===== src/rtl/fetch_decode_ctrl_pkg.sv =====
// Shared types and constants for the fetch/decode controller.
// Holds the opcode map, FSM state encoding and writeback selects.
package fetch_decode_ctrl_pkg;

    typedef enum logic [2:0] {
        ST_IDLE,
        ST_FETCH,
        ST_LATCH,
        ST_EXEC,
        ST_MEM,
        ST_WB
    } state_t;

    typedef enum logic [1:0] {
        WB_ALU = 2'd0,
        WB_IMM = 2'd1,
        WB_MEM = 2'd2
    } wb_sel_t;

    localparam logic [3:0] OP_NOP = 4'h0;
    localparam logic [3:0] OP_ADD = 4'h1;
    localparam logic [3:0] OP_SUB = 4'h2;
    localparam logic [3:0] OP_AND = 4'h3;
    localparam logic [3:0] OP_OR  = 4'h4;
    localparam logic [3:0] OP_XOR = 4'h5;
    localparam logic [3:0] OP_SHL = 4'h6;
    localparam logic [3:0] OP_SHR = 4'h7;
    localparam logic [3:0] OP_CMP = 4'h8;
    localparam logic [3:0] OP_INC = 4'h9;
    localparam logic [3:0] OP_DEC = 4'hA;
    localparam logic [3:0] OP_NOT = 4'hB;
    localparam logic [3:0] OP_MVI = 4'hC;
    localparam logic [3:0] OP_LDA = 4'hD;

    function automatic logic is_alu_op(input logic [3:0] op);
        return (op >= OP_ADD) && (op <= OP_NOT);
    endfunction

endpackage


===== src/rtl/fetch_decode_ctrl_if.sv =====
// ROM and execute-side bus of the fetch/decode controller.
// master = controller, slave = ROM/datapath side.
interface fetch_decode_ctrl_if;

    logic        rom_read;
    logic [7:0]  rom_addr;
    logic [15:0] rom_data;
    logic [3:0]  alu_op;
    logic [5:0]  rd_addr;
    logic [5:0]  rs_addr;
    logic        alu_en;
    logic        reg_we;
    logic [1:0]  wb_sel;
    logic        mem_read;
    logic [7:0]  mem_addr;

    modport master (
        output rom_read, rom_addr,
        input  rom_data,
        output alu_op, rd_addr, rs_addr,
        output alu_en, reg_we, wb_sel,
        output mem_read, mem_addr
    );

    modport slave (
        input  rom_read, rom_addr,
        output rom_data,
        input  alu_op, rd_addr, rs_addr,
        input  alu_en, reg_we, wb_sel,
        input  mem_read, mem_addr
    );

endinterface


===== src/rtl/fetch_decode_ctrl_instr_decoder.sv =====
// Combinational opcode decoder: strobes and writeback select.
// Results are only meaningful while the controller is in EXEC.
module instr_decoder
    import fetch_decode_ctrl_pkg::*;
(
    input  logic [3:0] i_opcode,
    output logic       o_alu_en,
    output logic       o_reg_we,
    output logic [1:0] o_wb_sel,
    output logic       o_is_lda,
    output logic       o_illegal
);

    always_comb begin
        o_alu_en  = 1'b0;
        o_reg_we  = 1'b0;
        o_wb_sel  = WB_ALU;
        o_is_lda  = 1'b0;
        o_illegal = 1'b0;
        unique case (1'b1)
            is_alu_op(i_opcode): begin
                o_alu_en = 1'b1;
                o_reg_we = 1'b1;
            end
            (i_opcode == OP_MVI): begin
                o_reg_we = 1'b1;
                o_wb_sel = WB_IMM;
            end
            (i_opcode == OP_LDA): o_is_lda = 1'b1;
            // E and F fall through as NOP after flagging
            (i_opcode > OP_LDA): o_illegal = 1'b1;
            default: ;
        endcase
    end

endmodule


===== src/rtl/fetch_decode_ctrl.sv =====
// Multi-cycle fetch/decode controller: FSM, PC and instruction register.
// Fetch-latch-exec per instruction, with MEM/WB added for LDA.
module fetch_decode_ctrl
    import fetch_decode_ctrl_pkg::*;
#(
    parameter logic [7:0] PC_START = 8'h00
) (
    input  logic                   clk,
    input  logic                   rst_n,
    input  logic                   i_run,
    input  logic                   i_pc_load,
    input  logic [7:0]             i_pc_value,
    output logic [7:0]             o_pc,
    output logic                   o_busy,
    output logic                   o_illegal,
    fetch_decode_ctrl_if.master    bus
);

    state_t      r_state;
    state_t      w_next;
    logic [7:0]  r_pc;
    logic [15:0] r_ir;

    logic        w_dec_alu_en;
    logic        w_dec_reg_we;
    logic [1:0]  w_dec_wb_sel;
    logic        w_dec_is_lda;
    logic        w_dec_illegal;

    logic        w_rom_read;
    logic        w_alu_en;
    logic        w_reg_we;
    logic [1:0]  w_wb_sel;
    logic        w_mem_read;
    logic        w_illegal;

    instr_decoder u_dec (
        .i_opcode  (r_ir[15:12]),
        .o_alu_en  (w_dec_alu_en),
        .o_reg_we  (w_dec_reg_we),
        .o_wb_sel  (w_dec_wb_sel),
        .o_is_lda  (w_dec_is_lda),
        .o_illegal (w_dec_illegal)
    );

    always_ff @(posedge clk or negedge rst_n) begin
        if (!rst_n) begin
            r_state <= ST_IDLE;
            r_pc    <= PC_START;
            r_ir    <= 16'h0000;
        end else begin
            r_state <= w_next;
            if (r_state == ST_IDLE && i_pc_load)
                r_pc <= i_pc_value;
            else if (r_state == ST_EXEC)
                r_pc <= r_pc + 8'd1;
            if (r_state == ST_LATCH)
                r_ir <= bus.rom_data;
        end
    end

    always_comb begin
        w_next     = r_state;
        w_rom_read = 1'b0;
        w_alu_en   = 1'b0;
        w_reg_we   = 1'b0;
        w_wb_sel   = WB_ALU;
        w_mem_read = 1'b0;
        w_illegal  = 1'b0;
        unique case (r_state)
            ST_IDLE: begin
                if (i_run)
                    w_next = ST_FETCH;
            end
            ST_FETCH: begin
                w_rom_read = 1'b1;
                w_next     = ST_LATCH;
            end
            ST_LATCH: w_next = ST_EXEC;
            ST_EXEC: begin
                w_alu_en  = w_dec_alu_en;
                w_reg_we  = w_dec_reg_we;
                w_wb_sel  = w_dec_wb_sel;
                w_illegal = w_dec_illegal;
                // run is only sampled at instruction boundaries
                if (w_dec_is_lda)
                    w_next = ST_MEM;
                else
                    w_next = i_run ? ST_FETCH : ST_IDLE;
            end
            ST_MEM: begin
                w_mem_read = 1'b1;
                w_next     = ST_WB;
            end
            ST_WB: begin
                w_reg_we = 1'b1;
                w_wb_sel = WB_MEM;
                w_next   = i_run ? ST_FETCH : ST_IDLE;
            end
            default: w_next = ST_IDLE;
        endcase
    end

    assign bus.rom_read = w_rom_read;
    assign bus.rom_addr = r_pc;
    assign bus.alu_op   = r_ir[15:12];
    assign bus.rd_addr  = r_ir[11:6];
    assign bus.rs_addr  = r_ir[5:0];
    assign bus.alu_en   = w_alu_en;
    assign bus.reg_we   = w_reg_we;
    assign bus.wb_sel   = w_wb_sel;
    assign bus.mem_read = w_mem_read;
    assign bus.mem_addr = {2'b00, r_ir[5:0]};

    assign o_pc      = r_pc;
    assign o_busy    = (r_state != ST_IDLE);
    assign o_illegal = w_illegal;

endmodule

===== src/flat_wrapper.sv =====
// flat-port wrapper written by rule: the top's interface ports become plain ports
module fetch_decode_ctrl_flat import fetch_decode_ctrl_pkg::*;
#(
    parameter logic [7:0] PC_START = 8'h00
)
  (clk, rst_n, i_run, i_pc_load, i_pc_value, o_pc, o_busy, o_illegal, bus_rom_read, bus_rom_addr, bus_rom_data, bus_alu_op, bus_rd_addr, bus_rs_addr, bus_alu_en, bus_reg_we, bus_wb_sel, bus_mem_read, bus_mem_addr);
  fetch_decode_ctrl_if bus_i ();
  input  logic clk;
  input  logic rst_n;
  input  logic i_run;
  input  logic i_pc_load;
  input  logic [7:0] i_pc_value;
  output logic [7:0] o_pc;
  output logic o_busy;
  output logic o_illegal;
  output wire logic [$bits(bus_i.rom_read)-1:0] bus_rom_read;
  output wire logic [$bits(bus_i.rom_addr)-1:0] bus_rom_addr;
  input wire logic [$bits(bus_i.rom_data)-1:0] bus_rom_data;
  output wire logic [$bits(bus_i.alu_op)-1:0] bus_alu_op;
  output wire logic [$bits(bus_i.rd_addr)-1:0] bus_rd_addr;
  output wire logic [$bits(bus_i.rs_addr)-1:0] bus_rs_addr;
  output wire logic [$bits(bus_i.alu_en)-1:0] bus_alu_en;
  output wire logic [$bits(bus_i.reg_we)-1:0] bus_reg_we;
  output wire logic [$bits(bus_i.wb_sel)-1:0] bus_wb_sel;
  output wire logic [$bits(bus_i.mem_read)-1:0] bus_mem_read;
  output wire logic [$bits(bus_i.mem_addr)-1:0] bus_mem_addr;
  assign bus_rom_read = bus_i.rom_read;
  assign bus_rom_addr = bus_i.rom_addr;
  assign bus_i.rom_data = bus_rom_data;
  assign bus_alu_op = bus_i.alu_op;
  assign bus_rd_addr = bus_i.rd_addr;
  assign bus_rs_addr = bus_i.rs_addr;
  assign bus_alu_en = bus_i.alu_en;
  assign bus_reg_we = bus_i.reg_we;
  assign bus_wb_sel = bus_i.wb_sel;
  assign bus_mem_read = bus_i.mem_read;
  assign bus_mem_addr = bus_i.mem_addr;
  fetch_decode_ctrl #(.PC_START(PC_START)) u_core (.clk(clk), .rst_n(rst_n), .i_run(i_run), .i_pc_load(i_pc_load), .i_pc_value(i_pc_value), .o_pc(o_pc), .o_busy(o_busy), .o_illegal(o_illegal), .bus(bus_i));
endmodule

===== config.mk =====
export PLATFORM = sky130hd
export DESIGN_NAME = fetch_decode_ctrl_flat
export DESIGN_NICKNAME = d
export VERILOG_FILES = /design/src/rtl/fetch_decode_ctrl_pkg.sv /design/src/rtl/fetch_decode_ctrl_if.sv /design/src/rtl/fetch_decode_ctrl_instr_decoder.sv /design/src/rtl/fetch_decode_ctrl.sv /design/src/flat_wrapper.sv
export SDC_FILE = /design/constraint.sdc
export NUM_CORES = 1
export LEC_CHECK = 0
export CORE_UTILIZATION = 42
export DETAILED_ROUTE_END_ITERATION = 12
export GPL_TIMING_DRIVEN = 1
export PLACE_DENSITY_LB_ADDON = 0.08
export SKIP_CTS_REPAIR_TIMING = 1
export SLEW_MARGIN = 20
export SYNTH_ARGS = -nofsm -noshare
export SYNTH_HDL_FRONTEND = slang
export SYNTH_SLANG_ARGS = --single-unit

===== constraint.sdc =====
create_clock -name clk -period 4.5 [get_ports clk]
set_clock_uncertainty 0.15 [all_clocks]
set_input_delay 0.675 -clock clk [delete_from_list [all_inputs] [get_ports clk]]
set_output_delay 0.675 -clock clk [all_outputs]
set_load 0.1 [all_outputs]

**Yosys cells after proc, flatten, opt, wreduce, memory -nomap -nowiden**

Cells that the tools add are included.

- Register bits after elaboration: 27
- Output and inout port bits: 48
- Logic and storage cells: 38

- Reductions and logical operators: 6
- Add/subtract/negate cells: 1
- Equality and inequality tests: 8
- $lt $le $gt $ge: 3
- Multiplexer cells: 17

Operators by type and width:

| operator | number |
|---|---|
| 3-bit case mux with 6 select lines | 1 |
| 8-bit two-way mux | 2 |
| 1-bit two-way mux | 10 |
| 8-bit by 1-bit adder with 8-bit output (second input constant) | 1 |
| 4-bit == test (second input constant) | 2 |
| 3-bit by 2-bit == test with 1-bit output (second input constant) | 2 |
| 3-bit == test (second input constant) | 2 |
| 3-bit two-way mux | 2 |
| 4-bit by 1-bit greater-or-equal comparator with 1-bit output (second input constant) | 1 |
| 4-bit > comparator (second input constant) | 1 |
| 4-bit <= comparator (second input constant) | 1 |
| 2-bit case mux with 2 select lines | 1 |
| 3-bit by 1-bit == test with 1-bit output (second input constant) | 1 |
| 3-bit zero test | 1 |
| 3-bit nonzero test | 1 |
| 1-bit logical AND | 2 |
| 2-bit inequality test (second input constant) | 1 |
| 1-bit case mux with 2 select lines | 1 |
| 2-bit nonzero test | 1 |
| 2-bit OR reduction | 1 |

**Logic depth before layout (Yosys ltp)**

Gate-level depths: netlist of run 1.

- Depth after elaboration: 5
- Mapped depth: 6

**Cells and area by module**

Synthesis of run 1 repeated with hierarchy kept, for this count alone.

- Cell total of the unflattened synthesis: 137
- Area, all modules: 1514.0 µm²

Modules (own cells, without submodules):

| module | cells each | times used | area each (µm²) |
|---|---|---|---|
| fetch_decode_ctrl | 127 | 1 | 1433.9 |
| instr_decoder | 10 | 1 | 80.1 |

**Least setup slack after synthesis of run 1**

OpenSTA, ideal clock, no wires.

- Kind: register -> output
- Start point: register u_core.r_ir[15]
- End point: output port bus_wb_sel[0]
- Arrival: 4.018 ns
- Cell stages (with the launch flop): 3
- Buffers on the path: 0
- Setup slack: -0.343 ns
- Cells stage by stage: dfrtp_1 -> nand2_1 -> nor4_1

- Word-level cells in the longest chain between the ends: 3

Ends and longest elaborated chain:

| item | RTL line | text |
|---|---|---|
| start, declared | fetch_decode_ctrl.sv:22 | `logic [15:0] r_ir;` |
| start signal, assigned | fetch_decode_ctrl.sv:58 | `r_ir <= bus.rom_data;` |
| 4-bit == test | fetch_decode_ctrl_instr_decoder.sv:25 | `(i_opcode == OP_MVI): begin` |
| 1-bit two-way mux | fetch_decode_ctrl_instr_decoder.sv:20 | `unique case (1'b1)` |
| 2-bit case mux with 2 select lines | fetch_decode_ctrl.sv:70 | `unique case (r_state)` |
| end, declared | flat_wrapper.sv:24 | `output wire logic [$bits(bus_i.wb_sel)-1:0] bus_wb_sel;` |

Every way passes these cells.

**Worst setup path after layout of run 1**

- Start point: register u_core.r_state[1]
- End point: output port bus_reg_we

- Word-level cells in the longest chain between the ends: 2
- Elaborated cells between the ends (all ways): 3
- Those cells by class: eq/ne: 2; mux: 1

Ends and longest elaborated chain:

| item | RTL line | text |
|---|---|---|
| start, declared | fetch_decode_ctrl.sv:19 | `state_t r_state;` |
| start signal, assigned | fetch_decode_ctrl.sv:52 | `r_state <= w_next;` |
| 3-bit == test or 3-bit by 2-bit == test with 1-bit output (tied branches) | fetch_decode_ctrl.sv:70 |  |
| 1-bit case mux with 2 select lines * | fetch_decode_ctrl.sv:70 |  |
| end, declared | flat_wrapper.sv:23 | `output wire logic [$bits(bus_i.reg_we)-1:0] bus_reg_we;` |

Every way passes the cells marked *; elsewhere a longest branch is shown, timed or not.

==> impl_metrics.py, run 1 <==
metrics = {
    "layout": {
        "nFillCells": 262,
        "drive_gt1_share_pct": 15.5,
        "syn_to_final_growth_pct": 46.7,
        "utilization_pct": 67.1,
        "layoutNonFillerInstCount": 231,
        "final_net_count": 217,
        "antenna_cells": 0,
    },
    "synthesis": {
        "yosysSeqAreaShare_pct": 46.9,
        "synth_edf_count": 0,
        "synth_common_cells": "dfrtp_1, buf_4, mux2_2",
        "ys_ff_latch": 27,
        "post-synth-top-count-cell": "dfrtp_1",
        "yosys_warnings": 0,
        "synth_xor_xnor_area_share_pct": 1.22,
        "synthMuxAreaShare_pct": 12.4,
        "synthesis.area_mm2": 0.00144,
        "postSynth.asyncResetShare_pct": 100,
        "avgSynthCellArea_um2": 11.2,
        "synth_compound_area_share_pct": 9.72,
        "synth_top_area_share_pct": 46.9,
        "synthCells": 129,
        "synth_top_family_by_area": "simple AND/OR/NAND/NOR gates",
        "synth_cell_types": 38,
        "synth-adder-area-share_pct": 0.868,
        "netlist.top_cell.by_area": "dfrtp_1",
        "synthFlopType": "dfrtp_1",
        "synthSimpleGateAreaFrac_pct": 16.3,
        "synth_area_leaders": "dfrtp_1, mux2_2, buf_4",
    },
    "worst_hold_path": {
        "worstHoldPathType": "reg2reg",
        "hold_depth": 1,
    },
    "global_route": {
        "grt_pass1_wl_mm": 5.15,
        "antenna_found_initial": 0,
        "globalRouteOverflowTotal": 0,
        "grt_pass1_vias": 1116,
        "grt_max_degree": 28,
        "track_usage_pct": 19.1,
    },
    "setup_path": {
        "path_class": "reg2out",
        "cp-end-kind": "output pin",
        "critical_path_required_ns": 3.67,
        "crit_arrival_ns": 2.74,
        "worstPathMaxFanout": 12,
        "crit_path_start_kind": "register",
        "ff2ff_path_depth": 2,
    },
    "flow_run": {
        "cap_violations": 0,
    },
    "timing": {
        "fmax_mhz": 281,
        "finalSetupTns_ns": 0,
        "slew_violations": 0,
        "min_period_ns": 3.56,
        "rsz0062_at_grt": "no",
        "worst_slew_pin_slew_ns": 0.991,
        "hold_violations": 0,
        "maxSlewHeadroom_pct": 33.7,
        "fin_crit_sh_pct": 79.2,
        "setup_viol": 0,
    },
    "detailed_routing": {
        "drcViolationCount": 0,
        "drt_first_iter_violations": 28,
        "finalWirelength_mm": 3.11,
        "dr.pass1.iters": 4,
        "vias": 1154,
        "viasPerCell": 5.00,
        "wl_per_cell_um": 13.5,
        "ant_nets": 0,
    },
    "floorplanning": {
        "core-area_mm2": 0.00315,
        "die_w_um": 60.6,
        "row_count": 20,
        "start_util_pct": 45.7,
        "die_area_mm2": 0.00367,
        "ios": 76,
        "die_height_um": 60.6,
    },
    "placed_design": {
        "dp_hpwl_mm": 2.39,
        "port_buffers": 73,
        "place_congestion": 0.716,
        "placed_cells_incl_taps": 227,
    },
    "run_status": {
        "status": "complete, no violations",
    },
    "clock_tree": {
        "cts_sinks": 27,
        "numCtsBuffers": 3,
        "clk_latency_ns": 0.33,
        "cts.path.max_buffers": 2,
        "htree_levels": 1,
        "cts.clk_slew.worst_paths_ns": 0.16,
        "root_buffer": "clkbuf_4",
        "cts_tree": "built",
    },
}
[metal layers]
| layer | routed length (µm) | share of wire (%) | up-vias | global-route usage, % |
|---|---|---|---|---|
| met3 | 239 | 7.7 | 2 | 4.05 |
| met5 | 0 | 0 | - | 0 |
| li1 | - | - | 556 | - |
| met4 | 16 | 0.51 | 0 | 6.82 |
| met2 | 1530 | 49 | 47 | 31.7 |
| met1 | 1330 | 43 | 549 | 24.8 |
[cells by family after synthesis]
logic type,count (synthesis)
AOI/OAI and AO/OA,19
xor gates and xnor gates,2
adders and majority gates,1
buffers and inverters,24
DFF,27
muxes,16
other,1
and+or+nand+nor,39
[state kept, by name, indices dropped and copies added, names as in the netlist]
name / count
u_core.r_state: 3
u_core.bus.rom_addr: 8
u_core.r_ir: 16
[per-stage QoR]
| step | worst slack, ns | hold WS (ns) | cell area [µm²] |
|---|---|---|---|
| after CTS | 0.908 | 0.380 | 2110 |
| after global routing | 0.743 | 0.405 | 2110 |
| final | 0.937 | 0.377 | 2110 |
| after floorplan | 0.414 | 0.229 | 1460 |
| after global placement | 1.38 | 0.340 | 2080 |
| after detailed placement | 1.32 | 0.348 | 2080 |
[path summary, 6_finish.rpt]
kind                                   start         endpoint  slack [ns]
min                           u_core.r_ir[6]   u_core.r_ir[6]        0.38
min in group asynchronous              rst_n   u_core.r_ir[1]        0.56
max in group asynchronous              rst_n  u_core.r_ir[12]        3.39
min reg2reg                   u_core.r_ir[6]   u_core.r_ir[6]        0.38
max reg2reg                u_core.r_state[1]  u_core.r_ir[10]        2.46
max                        u_core.r_state[1]       bus_reg_we        0.94
[layout make-up]
class | instances | area, µm² | area share, %
inverter | 3 | 11.3 | 0.533
clock inverter | 1 | 8.76 | 0.414
sequential | 27 | 676 | 32.0
multi-input combinational | 79 | 603 | 28.5
clock buffer | 3 | 22.5 | 1.07
tap | 44 | 55.1 | 2.60
timing repair buffer | 74 | 738 | 34.9
[critical path, cell delays in order (launching register included)]
cell and delay (ns):
dfrtp_1 0.64, and3b_2 0.35, o41ai_1 0.12, o21bai_1 0.15
clkdlybuf4s50_1 1.14
[cells in the final DEF, fill, tap and decap left out, types with 2 or more instances in the layout]
cell	netlist	layout
dfrtp_1	27	27
o21ai_0	3	3
nor2_1	11	11
clkbuf_4	0	3
nand4_1	3	3
o21bai_1	2	2
o221a_2	2	2
clkdlybuf4s50_1	0	73
nor3_1	3	3
mux2_2	15	15
conb_1	1	2
a211oi_1	3	3
nand2_1	9	9
a21oi_1	3	3
inv_1	3	3
Power of run 1 is left out: the tool's default activity adds up to more than one toggle a clock period on the data nets, which glitch-free logic cannot reach.
==> run 2, diff against run 1 <==
Settings changed: CORE_UTILIZATION 42 to 35.
Clock period 4.5 ns to 3 ns, I/O delays scaled along.
==> run 2 against run 1 <==
  * Sequential share of layout area grew 0.83 points
  * Register-to-register slack worse by 1.5 ns
  * Utilization decreased by 13 points
  * Non-clock buffer count unchanged
==> impl_metrics.py, run 2 (synthesized netlist as in run 1, its figures left out) <==
metrics = {
    "run_status": {
        "status": "complete, no violations",
    },
    "layout": {
        "syn_to_final_growth_pct": 43.0,
        "antenna_cells": 0,
        "mostFrequentLayoutCells": "buf_4, clkdlybuf4s50_1, dfrtp_1, mux2_2, nor2_1",
        "final_net_count": 217,
        "utilization_pct": 54.2,
        "largest_reg_flops": 16,
        "drive_gt1_share_pct": 41.7,
        "layout_commonest_cell": "buf_4",
        "final_area_mm2": 0.00206,
        "largest-register": "u_core.r_ir",
    },
    "timing": {
        "hold_violations": 0,
        "fin_crit_sh_pct": 82.0,
        "maxSlewHeadroom_pct": 47.3,
        "slew_violations": 0,
        "fmax_mhz": 406,
        "fin_ws_ns": 0.539,
        "rsz0062_at_grt": "no",
        "worst_slew_pin_slew_ns": 0.790,
        "setup_viol": 0,
        "min_period_ns": 2.46,
    },
    "setup_path": {
        "r2r_slack_ns": 0.94,
        "reg2reg_from": "u_core.r_state[1]",
        "crit_arrival_ns": 1.86,
        "path_cells": "and3b_2 > o41ai_1 > o21bai_1 > buf_4",
        "critical_path_required_ns": 2.40,
        "ff2ff_path_depth": 2,
        "r2r-end": "u_core.r_ir[7]",
        "path_buf_inv": 1,
        "critical_path.max_stage_delay_ns": 0.63,
        "cp.depth": 4,
        "cp_slowest_cell": "dfrtp_1",
        "path_class": "reg2out",
        "endpoint": "bus_reg_we",
        "worstSetupStartpoint": "u_core.r_state[1]",
        "worstPathMaxFanout": 12,
        "crit_path_start_kind": "register",
        "cp-end-kind": "output pin",
        "cpLargestDelayFamily": "flip-flops",
    },
    "clock_tree": {
        "cts_tree": "built",
        "cts_sinks": 27,
        "cts.path.max_buffers": 2,
        "htree_levels": 1,
        "numCtsBuffers": 3,
        "root_buffer": "clkbuf_8",
        "clk_latency_ns": 0.27,
        "cts.clk_slew.worst_paths_ns": 0.09,
    },
    "global_route": {
        "grt_pass1_wl_mm": 5.29,
        "grt_max_degree": 28,
        "grt_pass1_vias": 1141,
        "track_usage_pct": 15.7,
        "globalRouteOverflowTotal": 0,
        "antenna_found_initial": 0,
    },
    "worst_hold_path": {
        "worstHoldPathType": "reg2reg",
    },
    "detailed_routing": {
        "vias": 1187,
        "finalWirelength_mm": 3.17,
        "drt_first_iter_violations": 22,
        "drcViolationCount": 0,
        "wl_per_cell_um": 13.5,
        "viasPerCell": 5.05,
        "dr.pass1.iters": 4,
        "ant_nets": 0,
    },
    "floorplanning": {
        "die_area_mm2": 0.00438,
        "die_height_um": 66.2,
        "start_util_pct": 37.9,
        "core-area_mm2": 0.00380,
        "row_count": 22,
        "die_w_um": 66.2,
        "ios": 76,
    },
    "placed_design": {
        "pre_cts_slack_ns": 0.853,
        "dp_hpwl_mm": 2.41,
        "port_buffers": 73,
        "place_area_mm2": 0.00201,
        "place_congestion": 0.743,
    },
    "flow_run": {
        "cap_violations": 0,
    },
}
==> run 2: cell types whose count changed in the layout (fill, tap and decap cells not counted), sizes merged <==
cell / delta
clkinv: +1
clkdlybuf4s50: -46
buf: +46
inv: -1
==> run 2: worst min path at each step <==
stage,start,endpoint,cells after the start
after floorplan,rst_n,u_core.bus.rom_addr[0],0
after global placement,u_core.r_ir[10],u_core.r_ir[10],1
after detailed placement,u_core.r_ir[8],u_core.r_ir[8],1
after CTS,u_core.r_ir[8],u_core.r_ir[8],1
after global routing,u_core.r_ir[10],u_core.r_ir[10],1
final,u_core.r_ir[10],u_core.r_ir[10],1
==> run 2: area by class of cell <==
cell class / count / area (µm²)
well taps: 48 / 60.1
clock buffers: 3 / 41.3
flip-flops and latches: 27 / 676
fillers: 345 / 1740
inverters: 3 / 11.3
clock inverters: 1 / 5.00
multi-input cells: 79 / 632
repair buffers: 74 / 636
==> run 2: worst register-to-register path: cells and delay by family, from the launching register on <==
family        cells  cell delay [ns]
flops             1             0.63
mux               1             0.42
simple gates      1             0.75
==> run 2: stage by stage <==
| step | setup TNS, ns | std cells | hold slack, ns |
|---|---|---|---|
| after global routing | 0 | 235 | 0.389 |
| after detailed placement | 0 | 231 | 0.347 |
| after floorplan | -0.546 | 130 | 0.00441 |
| after CTS | 0 | 235 | 0.369 |
| final | 0 | 235 | 0.364 |
| after global placement | 0 | 231 | 0.343 |
==> run 2: routing by layer <==
metal  share of wire [%]  wire (µm)  global-route usage [%]
met2                  48       1530                    26.1
met1                  44       1390                    20.7
met3                 6.8        216                    2.24
met4                0.92         29                    5.32
met5                   0          0                       0
Power of run 2 is left out for the same reason.
==> run 3, diff against run 2 <==
Clock period 3 ns to 1.97 ns, I/O delays scaled along.
==> run 3 against run 2 <==
  * The flow now finishes with violations (negative setup slack)
  * Cell area up 25%
  * Critical path depth stayed put
  * Routed wire length grew 10%
  * Global-route usage rose by 1.6 points
==> impl_metrics.py, run 3 (synthesized netlist as in run 1, its figures left out) <==
metrics = {
    "detailed_routing": {
        "wl_met3_um": 233,
        "viasPerCell": 4.90,
        "wl_per_cell_um": 14.0,
        "finalWirelength_mm": 3.50,
        "drcViolationCount": 0,
        "ant_nets": 0,
        "drt_first_iter_violations": 32,
        "top_layer_used": "met4",
        "met2_length_mm": 1.81,
        "dr.pass1.iters": 4,
        "wl_met1_mm": 1.43,
        "vias": 1219,
    },
    "placed_design": {
        "dp_hpwl_mm": 2.76,
        "placed_cells_incl_taps": 242,
        "port_buffers": 73,
        "place_congestion": 0.735,
    },
    "clock_tree": {
        "cts_tree": "built",
        "cts.path.max_buffers": 2,
        "htree_levels": 1,
        "clk_latency_ns": 0.27,
        "cts_sinks": 27,
        "cts.clk_slew.worst_paths_ns": 0.09,
        "numCtsBuffers": 3,
        "root_buffer": "clkbuf_8",
    },
    "layout": {
        "antenna_cells": 0,
        "layoutNonFillerInstCount": 249,
        "nFillCells": 296,
        "final_net_count": 231,
        "syn_to_final_growth_pct": 79.2,
        "drive_gt1_share_pct": 53.2,
        "largest_reg_flops": 16,
        "largest-register": "u_core.r_ir",
        "layout_commonest_cell": "buf_4",
        "mostFrequentLayoutCells": "buf_4, buf_12, clkdlybuf4s50_1, dfrtp_1, mux2_2",
    },
    "global_route": {
        "globalRouteOverflowTotal": 0,
        "grt_max_degree": 28,
        "antenna_found_initial": 0,
        "grt_pass1_wl_mm": 5.78,
        "track_usage_pct": 17.3,
        "grt_pass1_vias": 1233,
    },
    "worst_hold_path": {
        "worstHoldPathType": "in2async",
    },
    "timing": {
        "setup_viol": 2,
        "fin_ws_ns": -0.0160,
        "fin_crit_sh_pct": 101,
        "fmax_mhz": 504,
        "slew_violations": 0,
        "rsz0062_at_grt": "yes",
        "hold_violations": 0,
        "min_period_ns": 1.99,
    },
    "floorplanning": {
        "ios": 76,
        "core-area_mm2": 0.00380,
        "die_w_um": 66.2,
        "start_util_pct": 37.9,
        "die_area_mm2": 0.00438,
        "row_count": 22,
        "die_height_um": 66.2,
    },
    "setup_path": {
        "path_class": "reg2out",
        "critical_path_required_ns": 1.52,
        "ff2ff_path_depth": 6,
        "crit_arrival_ns": 1.54,
        "crit_path_start_kind": "register",
        "worstPathMaxFanout": 2,
        "cp-end-kind": "output pin",
    },
    "flow_run": {
        "cap_violations": 0,
    },
    "run_status": {
        "violations": "negative setup slack",
        "status": "finished with violations",
    },
}
[run 3: cell types whose count changed in the layout (fill, tap and decap cells not counted), moves of 2 or more]
cell / previous run / this run
buf_12: 1 / 28
buf_4: 46 / 33
dfrtp_1: 27 / 17
dfrtp_2: 0 / 8
dfrtp_4: 0 / 2
[run 3: layout make-up]
type                       instances  area, µm²  share of cell area [%]
inverter                           3       13.8                   0.533
multi-input combinational         79        688                    26.6
tap                               48       60.1                    2.33
clock buffer                       3       41.3                    1.60
clock inverter                     1       7.51                   0.291
sequential                        27        693                    26.8
timing repair buffer              88       1080                    41.8
[run 3: per-layer routing]
layer  vias to the layer above  global-route usage [%]
met5                         -                       0
met4                         0                    5.85
met3                         2                    3.28
met2                        47                    29.8
met1                       585                    21.5
li1                        585                       -
[run 3: worst paths after layout]
check	startpoint	endpoint	slack [ns]
max	u_core.r_ir[15]	bus_reg_we	-0.02
min	rst_n	u_core.r_ir[3]	0.25
max reg2reg	u_core.r_state[1]	u_core.bus.rom_addr[6]	0.20
min reg2reg	u_core.r_ir[8]	u_core.r_ir[8]	0.37
max in group asynchronous	rst_n	u_core.r_ir[14]	1.14
min in group clk	u_core.r_ir[8]	u_core.r_ir[8]	0.37
[run 3: metrics by stage]
| stage | TNS, ns | instance area (µm²) | hold slack, ns | utilization, % | setup WS, ns |
|---|---|---|---|---|---|
| floorplan | -1.48 | 1550 | -0.150 | - | -0.331 |
| detailed placement | 0 | 2500 | 0.351 | 65.7 | 0.103 |
| global route | -0.175 | 2580 | 0.262 | 68.0 | -0.0984 |
| global placement | 0 | 2500 | 0.340 | 65.7 | 0.200 |
| finish | -0.0287 | 2580 | 0.250 | 68.0 | -0.0160 |
| CTS | -0.238 | 2550 | 0.258 | 67.0 | -0.0724 |
[run 3: worst max-delay path, stage by stage (launching register included)]
cell      delay, ns
dfrtp_4        0.50
o41ai_4        0.34
buf_4          0.20
o21bai_4       0.06
buf_12         0.17
Power of run 3 is left out for the same reason.
